## src/rtl/lieat_bpu_pkg.sv

```systemverilog
// Shared types and helpers for the lieat two-level branch direction predictor.
// Functions take wide operands so any parametrisation can reuse them via a size cast.
package lieat_bpu_pkg;

    typedef enum logic {
        BPU_INIT,
        BPU_READY
    } bpu_state_e;

    function automatic logic [15:0] cnt_next(
        input logic [15:0] cnt,
        input logic        taken,
        input int          cnt_w
    );
        logic [15:0] cnt_max;
        cnt_max = 16'((32'd1 << cnt_w) - 32'd1);
        if (taken) begin
            return (cnt == cnt_max) ? cnt : cnt + 16'd1;
        end
        return (cnt == 16'd0) ? cnt : cnt - 16'd1;
    endfunction

    // Local mode concatenates {index, hist}; gshare folds the history into the index.
    function automatic logic [31:0] pht_addr(
        input logic [31:0] index,
        input logic [31:0] hist,
        input logic        gshare,
        input int          hist_w
    );
        if (gshare) begin
            return index ^ hist;
        end
        return (index << hist_w) | hist;
    endfunction

endpackage

```

## src/rtl/lieat_bpu_ctr.sv

```systemverilog
// CNT_W-bit saturating direction counter: next value after a resolution plus the
// prediction bit (MSB).
module lieat_bpu_ctr
    import lieat_bpu_pkg::*;
#(
    parameter int CNT_W = 2
) (
    input  logic [CNT_W-1:0] cnt,
    input  logic             taken,
    output logic [CNT_W-1:0] cnt_upd,
    output logic             msb
);

    assign cnt_upd = CNT_W'(cnt_next(16'(cnt), taken, CNT_W));
    assign msb     = cnt[CNT_W-1];

endmodule

```

## src/rtl/lieat_ifu_bpu2.sv

```systemverilog
// Two-level branch direction predictor (local history or gshare) with RAM-mappable
// tables that are initialised by a sweep after reset or flush.
module lieat_ifu_bpu2
    import lieat_bpu_pkg::*;
#(
    parameter int INDEX_W = 5,
    parameter int HIST_W  = 2,
    parameter int CNT_W   = 2,
    parameter int GSHARE  = 0
) (
    input  logic               clock,
    input  logic               reset_n,
    input  logic [INDEX_W-1:0] index,
    input  logic               inst_bxx,
    output logic               bxx_taken,
    output logic [HIST_W-1:0]  pred_hist,
    input  logic               prdt_en,
    input  logic [INDEX_W-1:0] prdt_index,
    input  logic [HIST_W-1:0]  prdt_hist,
    input  logic               prdt_result,
    input  logic               flush_req,
    output logic               ready
);

    localparam int PHT_AW = (GSHARE != 0) ? INDEX_W : INDEX_W + HIST_W;
    localparam int PHT_N  = 1 << PHT_AW;
    localparam logic [CNT_W-1:0] CNT_INIT = CNT_W'((32'd1 << (CNT_W - 1)) - 32'd1);

    bpu_state_e        state_reg;
    logic [PHT_AW-1:0] ptr_reg;
    logic              ready_reg;

    logic [CNT_W-1:0]  pht_mem [PHT_N];

    logic [HIST_W-1:0] look_hist;
    logic [HIST_W-1:0] upd_hist;
    logic [HIST_W-1:0] hist_next;
    logic [PHT_AW-1:0] look_addr;
    logic [PHT_AW-1:0] upd_addr;
    logic [CNT_W-1:0]  look_cnt;
    logic [CNT_W-1:0]  upd_cnt;
    logic [CNT_W-1:0]  upd_cnt_nxt;
    logic [CNT_W-1:0]  look_cnt_nxt_unused;
    logic              look_msb;
    logic              upd_msb_unused;
    logic              upd_en;

    assign upd_en    = prdt_en & ready_reg;
    assign hist_next = HIST_W'({upd_hist, prdt_result});

    // The update address comes from the history carried with the branch, not the live one.
    assign look_addr = PHT_AW'(pht_addr(32'(index), 32'(look_hist), GSHARE != 0, HIST_W));
    assign upd_addr  = PHT_AW'(pht_addr(32'(prdt_index), 32'(prdt_hist), GSHARE != 0, HIST_W));
    assign look_cnt  = pht_mem[look_addr];
    assign upd_cnt   = pht_mem[upd_addr];

    lieat_bpu_ctr #(.CNT_W(CNT_W)) u_look_ctr (
        .cnt     (look_cnt),
        .taken   (1'b0),
        .cnt_upd (look_cnt_nxt_unused),
        .msb     (look_msb)
    );

    lieat_bpu_ctr #(.CNT_W(CNT_W)) u_upd_ctr (
        .cnt     (upd_cnt),
        .taken   (prdt_result),
        .cnt_upd (upd_cnt_nxt),
        .msb     (upd_msb_unused)
    );

    assign bxx_taken = ready_reg & inst_bxx & look_msb;
    assign pred_hist = look_hist;
    assign ready     = ready_reg;

    always_ff @(posedge clock or negedge reset_n) begin
        if (!reset_n) begin
            state_reg <= BPU_INIT;
            ptr_reg   <= '0;
            ready_reg <= 1'b0;
        end else begin
            case (state_reg)
                BPU_INIT: begin
                    if (flush_req) begin
                        ptr_reg <= '0;
                    end else begin
                        ptr_reg <= ptr_reg + 1'b1;
                        if (ptr_reg == '1) begin
                            state_reg <= BPU_READY;
                            ready_reg <= 1'b1;
                        end
                    end
                end
                default: begin
                    if (flush_req) begin
                        state_reg <= BPU_INIT;
                        ptr_reg   <= '0;
                        ready_reg <= 1'b0;
                    end
                end
            endcase
        end
    end

    always_ff @(posedge clock) begin
        if (state_reg == BPU_INIT) begin
            pht_mem[ptr_reg] <= CNT_INIT;
        end else if (upd_en) begin
            pht_mem[upd_addr] <= upd_cnt_nxt;
        end
    end

    generate
        if (GSHARE == 0) begin : g_local
            logic [HIST_W-1:0] bht_mem [1 << INDEX_W];

            assign look_hist = bht_mem[index];
            assign upd_hist  = bht_mem[prdt_index];

            // Each BHT row is cleared once per 2^HIST_W sweep steps; repeats are harmless.
            always_ff @(posedge clock) begin
                if (state_reg == BPU_INIT) begin
                    bht_mem[ptr_reg[PHT_AW-1 -: INDEX_W]] <= '0;
                end else if (upd_en) begin
                    bht_mem[prdt_index] <= hist_next;
                end
            end
        end else begin : g_gshare
            logic [HIST_W-1:0] ghr_reg;

            assign look_hist = ghr_reg;
            assign upd_hist  = ghr_reg;

            always_ff @(posedge clock or negedge reset_n) begin
                if (!reset_n) begin
                    ghr_reg <= '0;
                end else if (state_reg == BPU_INIT) begin
                    ghr_reg <= '0;
                end else if (upd_en) begin
                    ghr_reg <= hist_next;
                end
            end
        end
    endgenerate

endmodule
```

## config.mk

```make
export PLATFORM = sky130hd
export DESIGN_NAME = lieat_ifu_bpu2
export DESIGN_NICKNAME = d
export VERILOG_FILES = /design/src/rtl/lieat_bpu_pkg.sv /design/src/rtl/lieat_bpu_ctr.sv /design/src/rtl/lieat_ifu_bpu2.sv
export SDC_FILE = /design/constraint.sdc
export NUM_CORES = 1
export LEC_CHECK = 0
export CAP_MARGIN = 20
export CORE_AREA = 2 2 171 173
export CTS_CLUSTER_SIZE = 10
export DETAILED_ROUTE_END_ITERATION = 8
export DIE_AREA = 0 0 173 175
export PLACE_DENSITY = 0.7
export SYNTH_ARGS = -nofsm -noshare
export SYNTH_HDL_FRONTEND = slang
export SYNTH_SLANG_ARGS = --single-unit
export TNS_END_PERCENT = 1
```

## constraint.sdc

```tcl
create_clock -name clock -period 8 [get_ports clock]
set_clock_uncertainty 0.2 [all_clocks]
set_input_delay 1.6 -clock clock [delete_from_list [all_inputs] [get_ports clock]]
set_output_delay 1.6 -clock clock [all_outputs]
set_load 0.05 [all_outputs]
```

======== Word level (Yosys, flattened, before mapping) ========
Memories as Yosys holds them, arrays and structs flattened.
Cells that the tools add are included.
Widths: inputs -> output; s select.
word-level totals
  register bits ........................... 9
  bits in writable memories ............... 320
  bits of input ports ..................... 18
  output and inout port bits .............. 4
  word-level logic and storage cells ...... 48
  memories kept ........................... 2
memories
  name             depth  bits a word  rd ports  clocked after Yosys merged registers in  wr ports  line                   text
  pht_mem          128    2            2         0                                        1         lieat_ifu_bpu2.sv:33   logic [CNT_W-1:0] pht_mem [PHT_N];
  g_local.bht_mem  32     2            2         0                                        1         lieat_ifu_bpu2.sv:114  logic [HIST_W-1:0] bht_mem [1 << INDEX_W];
cells by class
  add/sub/neg operators ................... 3
  equal/unequal tests ..................... 4
  muxes and demuxes ....................... 26
  bitwise logic cells ..................... 5
  reductions and logical operators ........ 5
operators with widths
  operator             number
  $mux 7               4
  $mux 1               15
  $or 7x2->7           2
  $mux 2               6
  $add 7x1->7 const B  1
  $eq 7x7->1 const B   1
  $mux 5               1
  $reduce_or 2->1      2
  $and 1x1->1          3
  $reduce_and 3->1     1
  $add 2x1->2 const B  1
  $eq 2x2->1 const B   1
  $logic_not 2->1      1
  $ne 2x1->1 const B   1
  $ne 2x2->1 const B   1
  $reduce_bool 2->1    1
  $sub 2x1->2 const B  1

======== Depth between registers and ports, before layout ========
An unclocked memory read counts as a cell.
  depth in word-level cells ............... 7
  gate-level depth with buffers ........... 15
  mapped depth without buffers ............ 10

======== By module ========
From an unflattened synthesis, not the netlist that was laid out.
second synthesis, totals
  cell total of the unflattened synthesis .. 1163
  area, all modules ....................... 16409.5 µm²
modules (own cells, without submodules)
  module          instances  cells an instance  area an instance (µm²)  seq. area each (µm²)
  lieat_ifu_bpu2  1          1155               16341.9                 9834.4
  lieat_bpu_ctr   2          4                  33.8                    0.0

======== Least setup slack after synthesis ========
No wires, ideal clock.
  path kind ............................... input to register
  start ................................... input prdt_hist[1]
  end ..................................... memory pht_mem[0][0], data pin
  library setup time ...................... 0.854 ns
  arrival ................................. 7.289 ns
  required time ........................... 6.946 ns
  setup slack ............................. -0.343 ns
  stages on the path ...................... 9
  path buffers ............................ 3
  cells stage by stage .................... clkbuf_1 buf_1 clkbuf_1 mux4_2 mux4_2 mux4_2 mux2i_1 a21oi_1 o21bai_1
on the way
  word-level cells in the longest chain between the ends .. 7
  elaborated cells between the ends (all ways) .. 11
  classes of those cells .................. 2 x add/sub; 1 x eq/ne; 5 x mux; 1 x bitwise; 1 x reduce/logical; 1 x memory
RTL lines
  element                                    line                  text
  start: declaration                         lieat_ifu_bpu2.sv:19  input logic [HIST_W-1:0] prdt_hist,
  $or 7x2->7 (*)                             lieat_bpu_pkg.sv:33   return (index << hist_w) | hist;
  $mem_v2 128x2 (*)                          -
  $add 2x1->2 or $eq 2x2->1 (tied branches)  lieat_bpu_pkg.sv:18   return (cnt == cnt_max) ? cnt : cnt + 16'd1;
  $mux 2                                     lieat_bpu_pkg.sv:18
  $mux 2                                     lieat_bpu_pkg.sv:17   if (taken) begin
  $mux 2 (*)                                 lieat_bpu_pkg.sv:20   return (cnt == 16'd0) ? cnt : cnt - 16'd1;
  $mux 2 (no source line) (*)                -
  end: declaration                           lieat_ifu_bpu2.sv:33
Mark *: on every way between the ends. The rest lies on a longest branch, timed or not. The select of a mux whose other input is x is not followed.

======== Final worst setup path ========
  start ................................... input index[2]
  end ..................................... output bxx_taken
on the way
  word-level cells in the longest chain between the ends .. 4
RTL lines
  element             line                  text
  start: declaration  lieat_ifu_bpu2.sv:13  input logic [INDEX_W-1:0] index,
  $mem_v2 32x2        -
  $or 7x2->7 (*)      lieat_bpu_pkg.sv:33
  $mem_v2 128x2 (*)   -
  $and 1x1->1 (*)     lieat_ifu_bpu2.sv:71  assign bxx_taken = ready_reg & inst_bxx & look_msb;
  end: declaration    lieat_ifu_bpu2.sv:15  output logic bxx_taken,
Mark *: on every way between the ends. The rest lies on a longest branch, timed or not.

==> run summary <==
Core Rows = 62
Initial Util = 0.541
Initial antenna violation count = 0
Status = completed
Port Buffers = 21
Layout cells sized above 1 = 0.180
Post-synthesis mux area share = 0.210
Setup TNS = 0 ns
Die width = 173 microns
R2R Setup Slk = 3.94 ns
# clock sinks = 329
Count of buffer and inverter cells on the critical path = 4
Cell Pwr Density = 216 nW/um^2
Vias = 9,182
Yosys warns = 0
Die Area = 30,300 sq um
Core area = 28,400 sq um
Worst EP required = 6.20 ns
PostCTS Resize Cnt = 0
Fmax = 136 MHz
Crit-path max cell delay = 0.75 ns
FF+latch count, synth = 329
Seq pwr share = 0.510
Dominant synthesized flop cell = edfxtp_1
CTS tree = done
Hold path depth = 2
First-pass GRT wire length = 57.5 mm
Simple-Gate Fraction of Synth Area = 0.0878
Max FO, Critical Path = 46
Clk_lat worst skew = 0.53 ns
# fillers = 2,164
Die Y = 175 microns
Global route overflow = 0
Nets@finish = 1,035
Sw Share = 0.220
Worst slack at placement = 0.692 ns
IO Count = 22
Max-slew violations = 0
Pleak = 6.12 nW
Final instance area = 17,000 sq um
Worst Path Arrival = 5.55 ns
Post-CTS Setup Inserts = 0
Post-synth cell types = 53
Final period utilization = 0.919
CP Capture Type = output port
Total power = 0.00367 W
Avg WL per Cell = 26.5 microns
WS Path Type = in2out
Final WS setup = 0.652 ns
Total CTS buffers = 39
DR iter-0 viols = 1,204
Clk pwr share = 0.419
Int Power = 0.00286 W
Mapped Nets = 1,018
Worst slew margin = 0.225
Reg2reg end = pht_mem[81][0]
Total of max-cap violations = 0
Layout Utilization = 0.598
Synthesized cell area = 15,400 sq um
GPL Wtd Cong = 0.918
Root buf cell = clkbuf_16
Worst flop-to-flop path startpoint = state_reg
First drt pass iteration count = 5
Cells after Synth = 999
CTS Hold Buffers Added = 0
Final HPWL from detailed placement = 23.7 mm
Number of synthesized flops with an enable pin = 320
Via density = 6.52
Logic pwr share = 0.071
Area of placed instances = 15,900 sq um
Post-synthesis compound-gate area fraction = 0.0371
FFs w/ async S/R, synth = 0.0274
Largest family of logic cells by synthesized area = multiplexers
Commonest non-fill, non-tap cell in the layout = edfxtp_1
Min-delay worst type = reg2reg
Largest net degree at the start of global routing = 129
Final Critical Period = 7.35 ns
H-Tree Depth = 2
Most frequent cells in the layout = edfxtp_1 (320), nor2_1 (186), mux4_2 (96), mux2i_1 (93), nand2_1 (53)
Finish-stage setup viols = 0
Synth Area in XOR/XNOR = 0.00285
CTS clk-pin slew, worst paths = 0.05 ns
Layout area overhead = 10.6%
CTS max path bufs = 3
Switching pwr = 0.000808 W
Hold Fails Final Rpt = 0
Ant diodes = 0
Vias in the first global route = 9,311
Hold path endpoint = ptr_reg[5]
Adder-cell area share of the yosys netlist = 0.000815
Critical path, cell by cell = clkdlybuf4s50_1, nor2b_1, a22oi_1, nand3_1, nand4_1, buf_12, inv_1, nand3_1, and3_1, a2111oi_0, a41oi_1, and4b_1, buf_12
Total GRT Usage = 0.253
Max reg flops = 256
# DRC = 0
Worst Tran Pin Value = 1.16 ns
R2R cell count = 4
Total Wirelength = 37.4 mm
Startpoint types = primary input
Unrepaired setup endpoints after global routing = false
Synthesized area per cell = 15.4 sq um
Seq/Total Area, Yosys = 0.640
Crit-path slowest cell = clkdlybuf4s50_1
Final antenna-violating net count = 0
Delay-heaviest family, CP = buffers and inverters
Max VDD drop = 0.133 mV
Hold_sp = ptr_reg[5]
## cells in the mapped netlist, types with 6 or more instances
cell type | number | area [sq um]
a221oi_1 | 7 | 61.3
dfrtp_1 | 9 | 225
nand4_1 | 6 | 37.5
clkbuf_1 | 34 | 128
o21ai_0 | 15 | 75.1
mux2_2 | 10 | 113
edfxtp_1 | 320 | 9610
nand3_1 | 33 | 165
inv_1 | 8 | 30.0
buf_4 | 8 | 60.1
buf_2 | 10 | 50.1
mux4_2 | 96 | 2160
mux2i_1 | 93 | 931
a22oi_1 | 14 | 105
a21oi_1 | 18 | 90.1
nor2_1 | 186 | 698
nand2b_1 | 9 | 56.3
nand2_1 | 53 | 199
## power by group through the flow
stage	clock network [W]	registers [W]	logic, W
after floorplan	0	0.00191	0.000184
after global placement	0	0.00191	0.000256
after detailed placement	0	0.00191	0.000257
after CTS	0.00155	0.00187	0.000258
after global routing	0.00163	0.00187	0.000275
final	0.00154	0.00187	0.000260
## worst max path at each step
| stage | start | slack, ns | cells after the start | endpoint |
|---|---|---|---|---|
| final | index[2] | 0.65 | 13 | bxx_taken |
| after global placement | index[2] | 0.83 | 13 | bxx_taken |
| after CTS | index[2] | 0.69 | 13 | bxx_taken |
| after floorplan | prdt_hist[1] | 0.10 | 9 | pht_mem[0][1] |
| after detailed placement | index[2] | 0.69 | 13 | bxx_taken |
| after global routing | index[2] | 0.33 | 13 | bxx_taken |
## cells by family after synthesis
group / count (synthesis)
DFF: 329
and+or+nand+nor: 315
muxes: 200
AOI/OAI and AO/OA: 80
buffers and inverters: 69
xor gates and xnor gates: 5
adders and majority gates: 1
## metrics by stage
step / cells / hold WS [ns]
after floorplan: 999 / 0.347
after global placement: 1357 / 0.384
final: 1409 / 0.425
after CTS: 1407 / 0.424
after global routing: 1409 / 0.467
after detailed placement: 1357 / 0.416
## area by class of cell
| type | count | area [sq um] | share of cell area |
|---|---|---|---|
| Inverter | 8 | 30.0 | 0.00177 |
| Timing Repair Buffer | 37 | 363 | 0.0214 |
| Tap cell | 384 | 480 | 0.0283 |
| Sequential cell | 329 | 9830 | 0.579 |
| Multi-Input combinational cell | 601 | 5220 | 0.307 |
| Clock inverter | 3 | 33.8 | 0.00199 |
| Clock buffer | 47 | 1030 | 0.0605 |
## metal layers
layer / GRT usage / wire length (microns)
met3: 0.0490 / 3640
met2: 0.395 / 17700
met1: 0.363 / 14900
met4: 0.0851 / 1200
met5: 0 / 0
## worst reg2reg max path, cell delays in order, from the launching register on
cell and delay (ns):
dfrtp_1 0.51, nand3_1 0.77, o21ai_0 0.74, nand3_1 0.95, nor2_1 0.55
(Power assumes the default switching activity.)
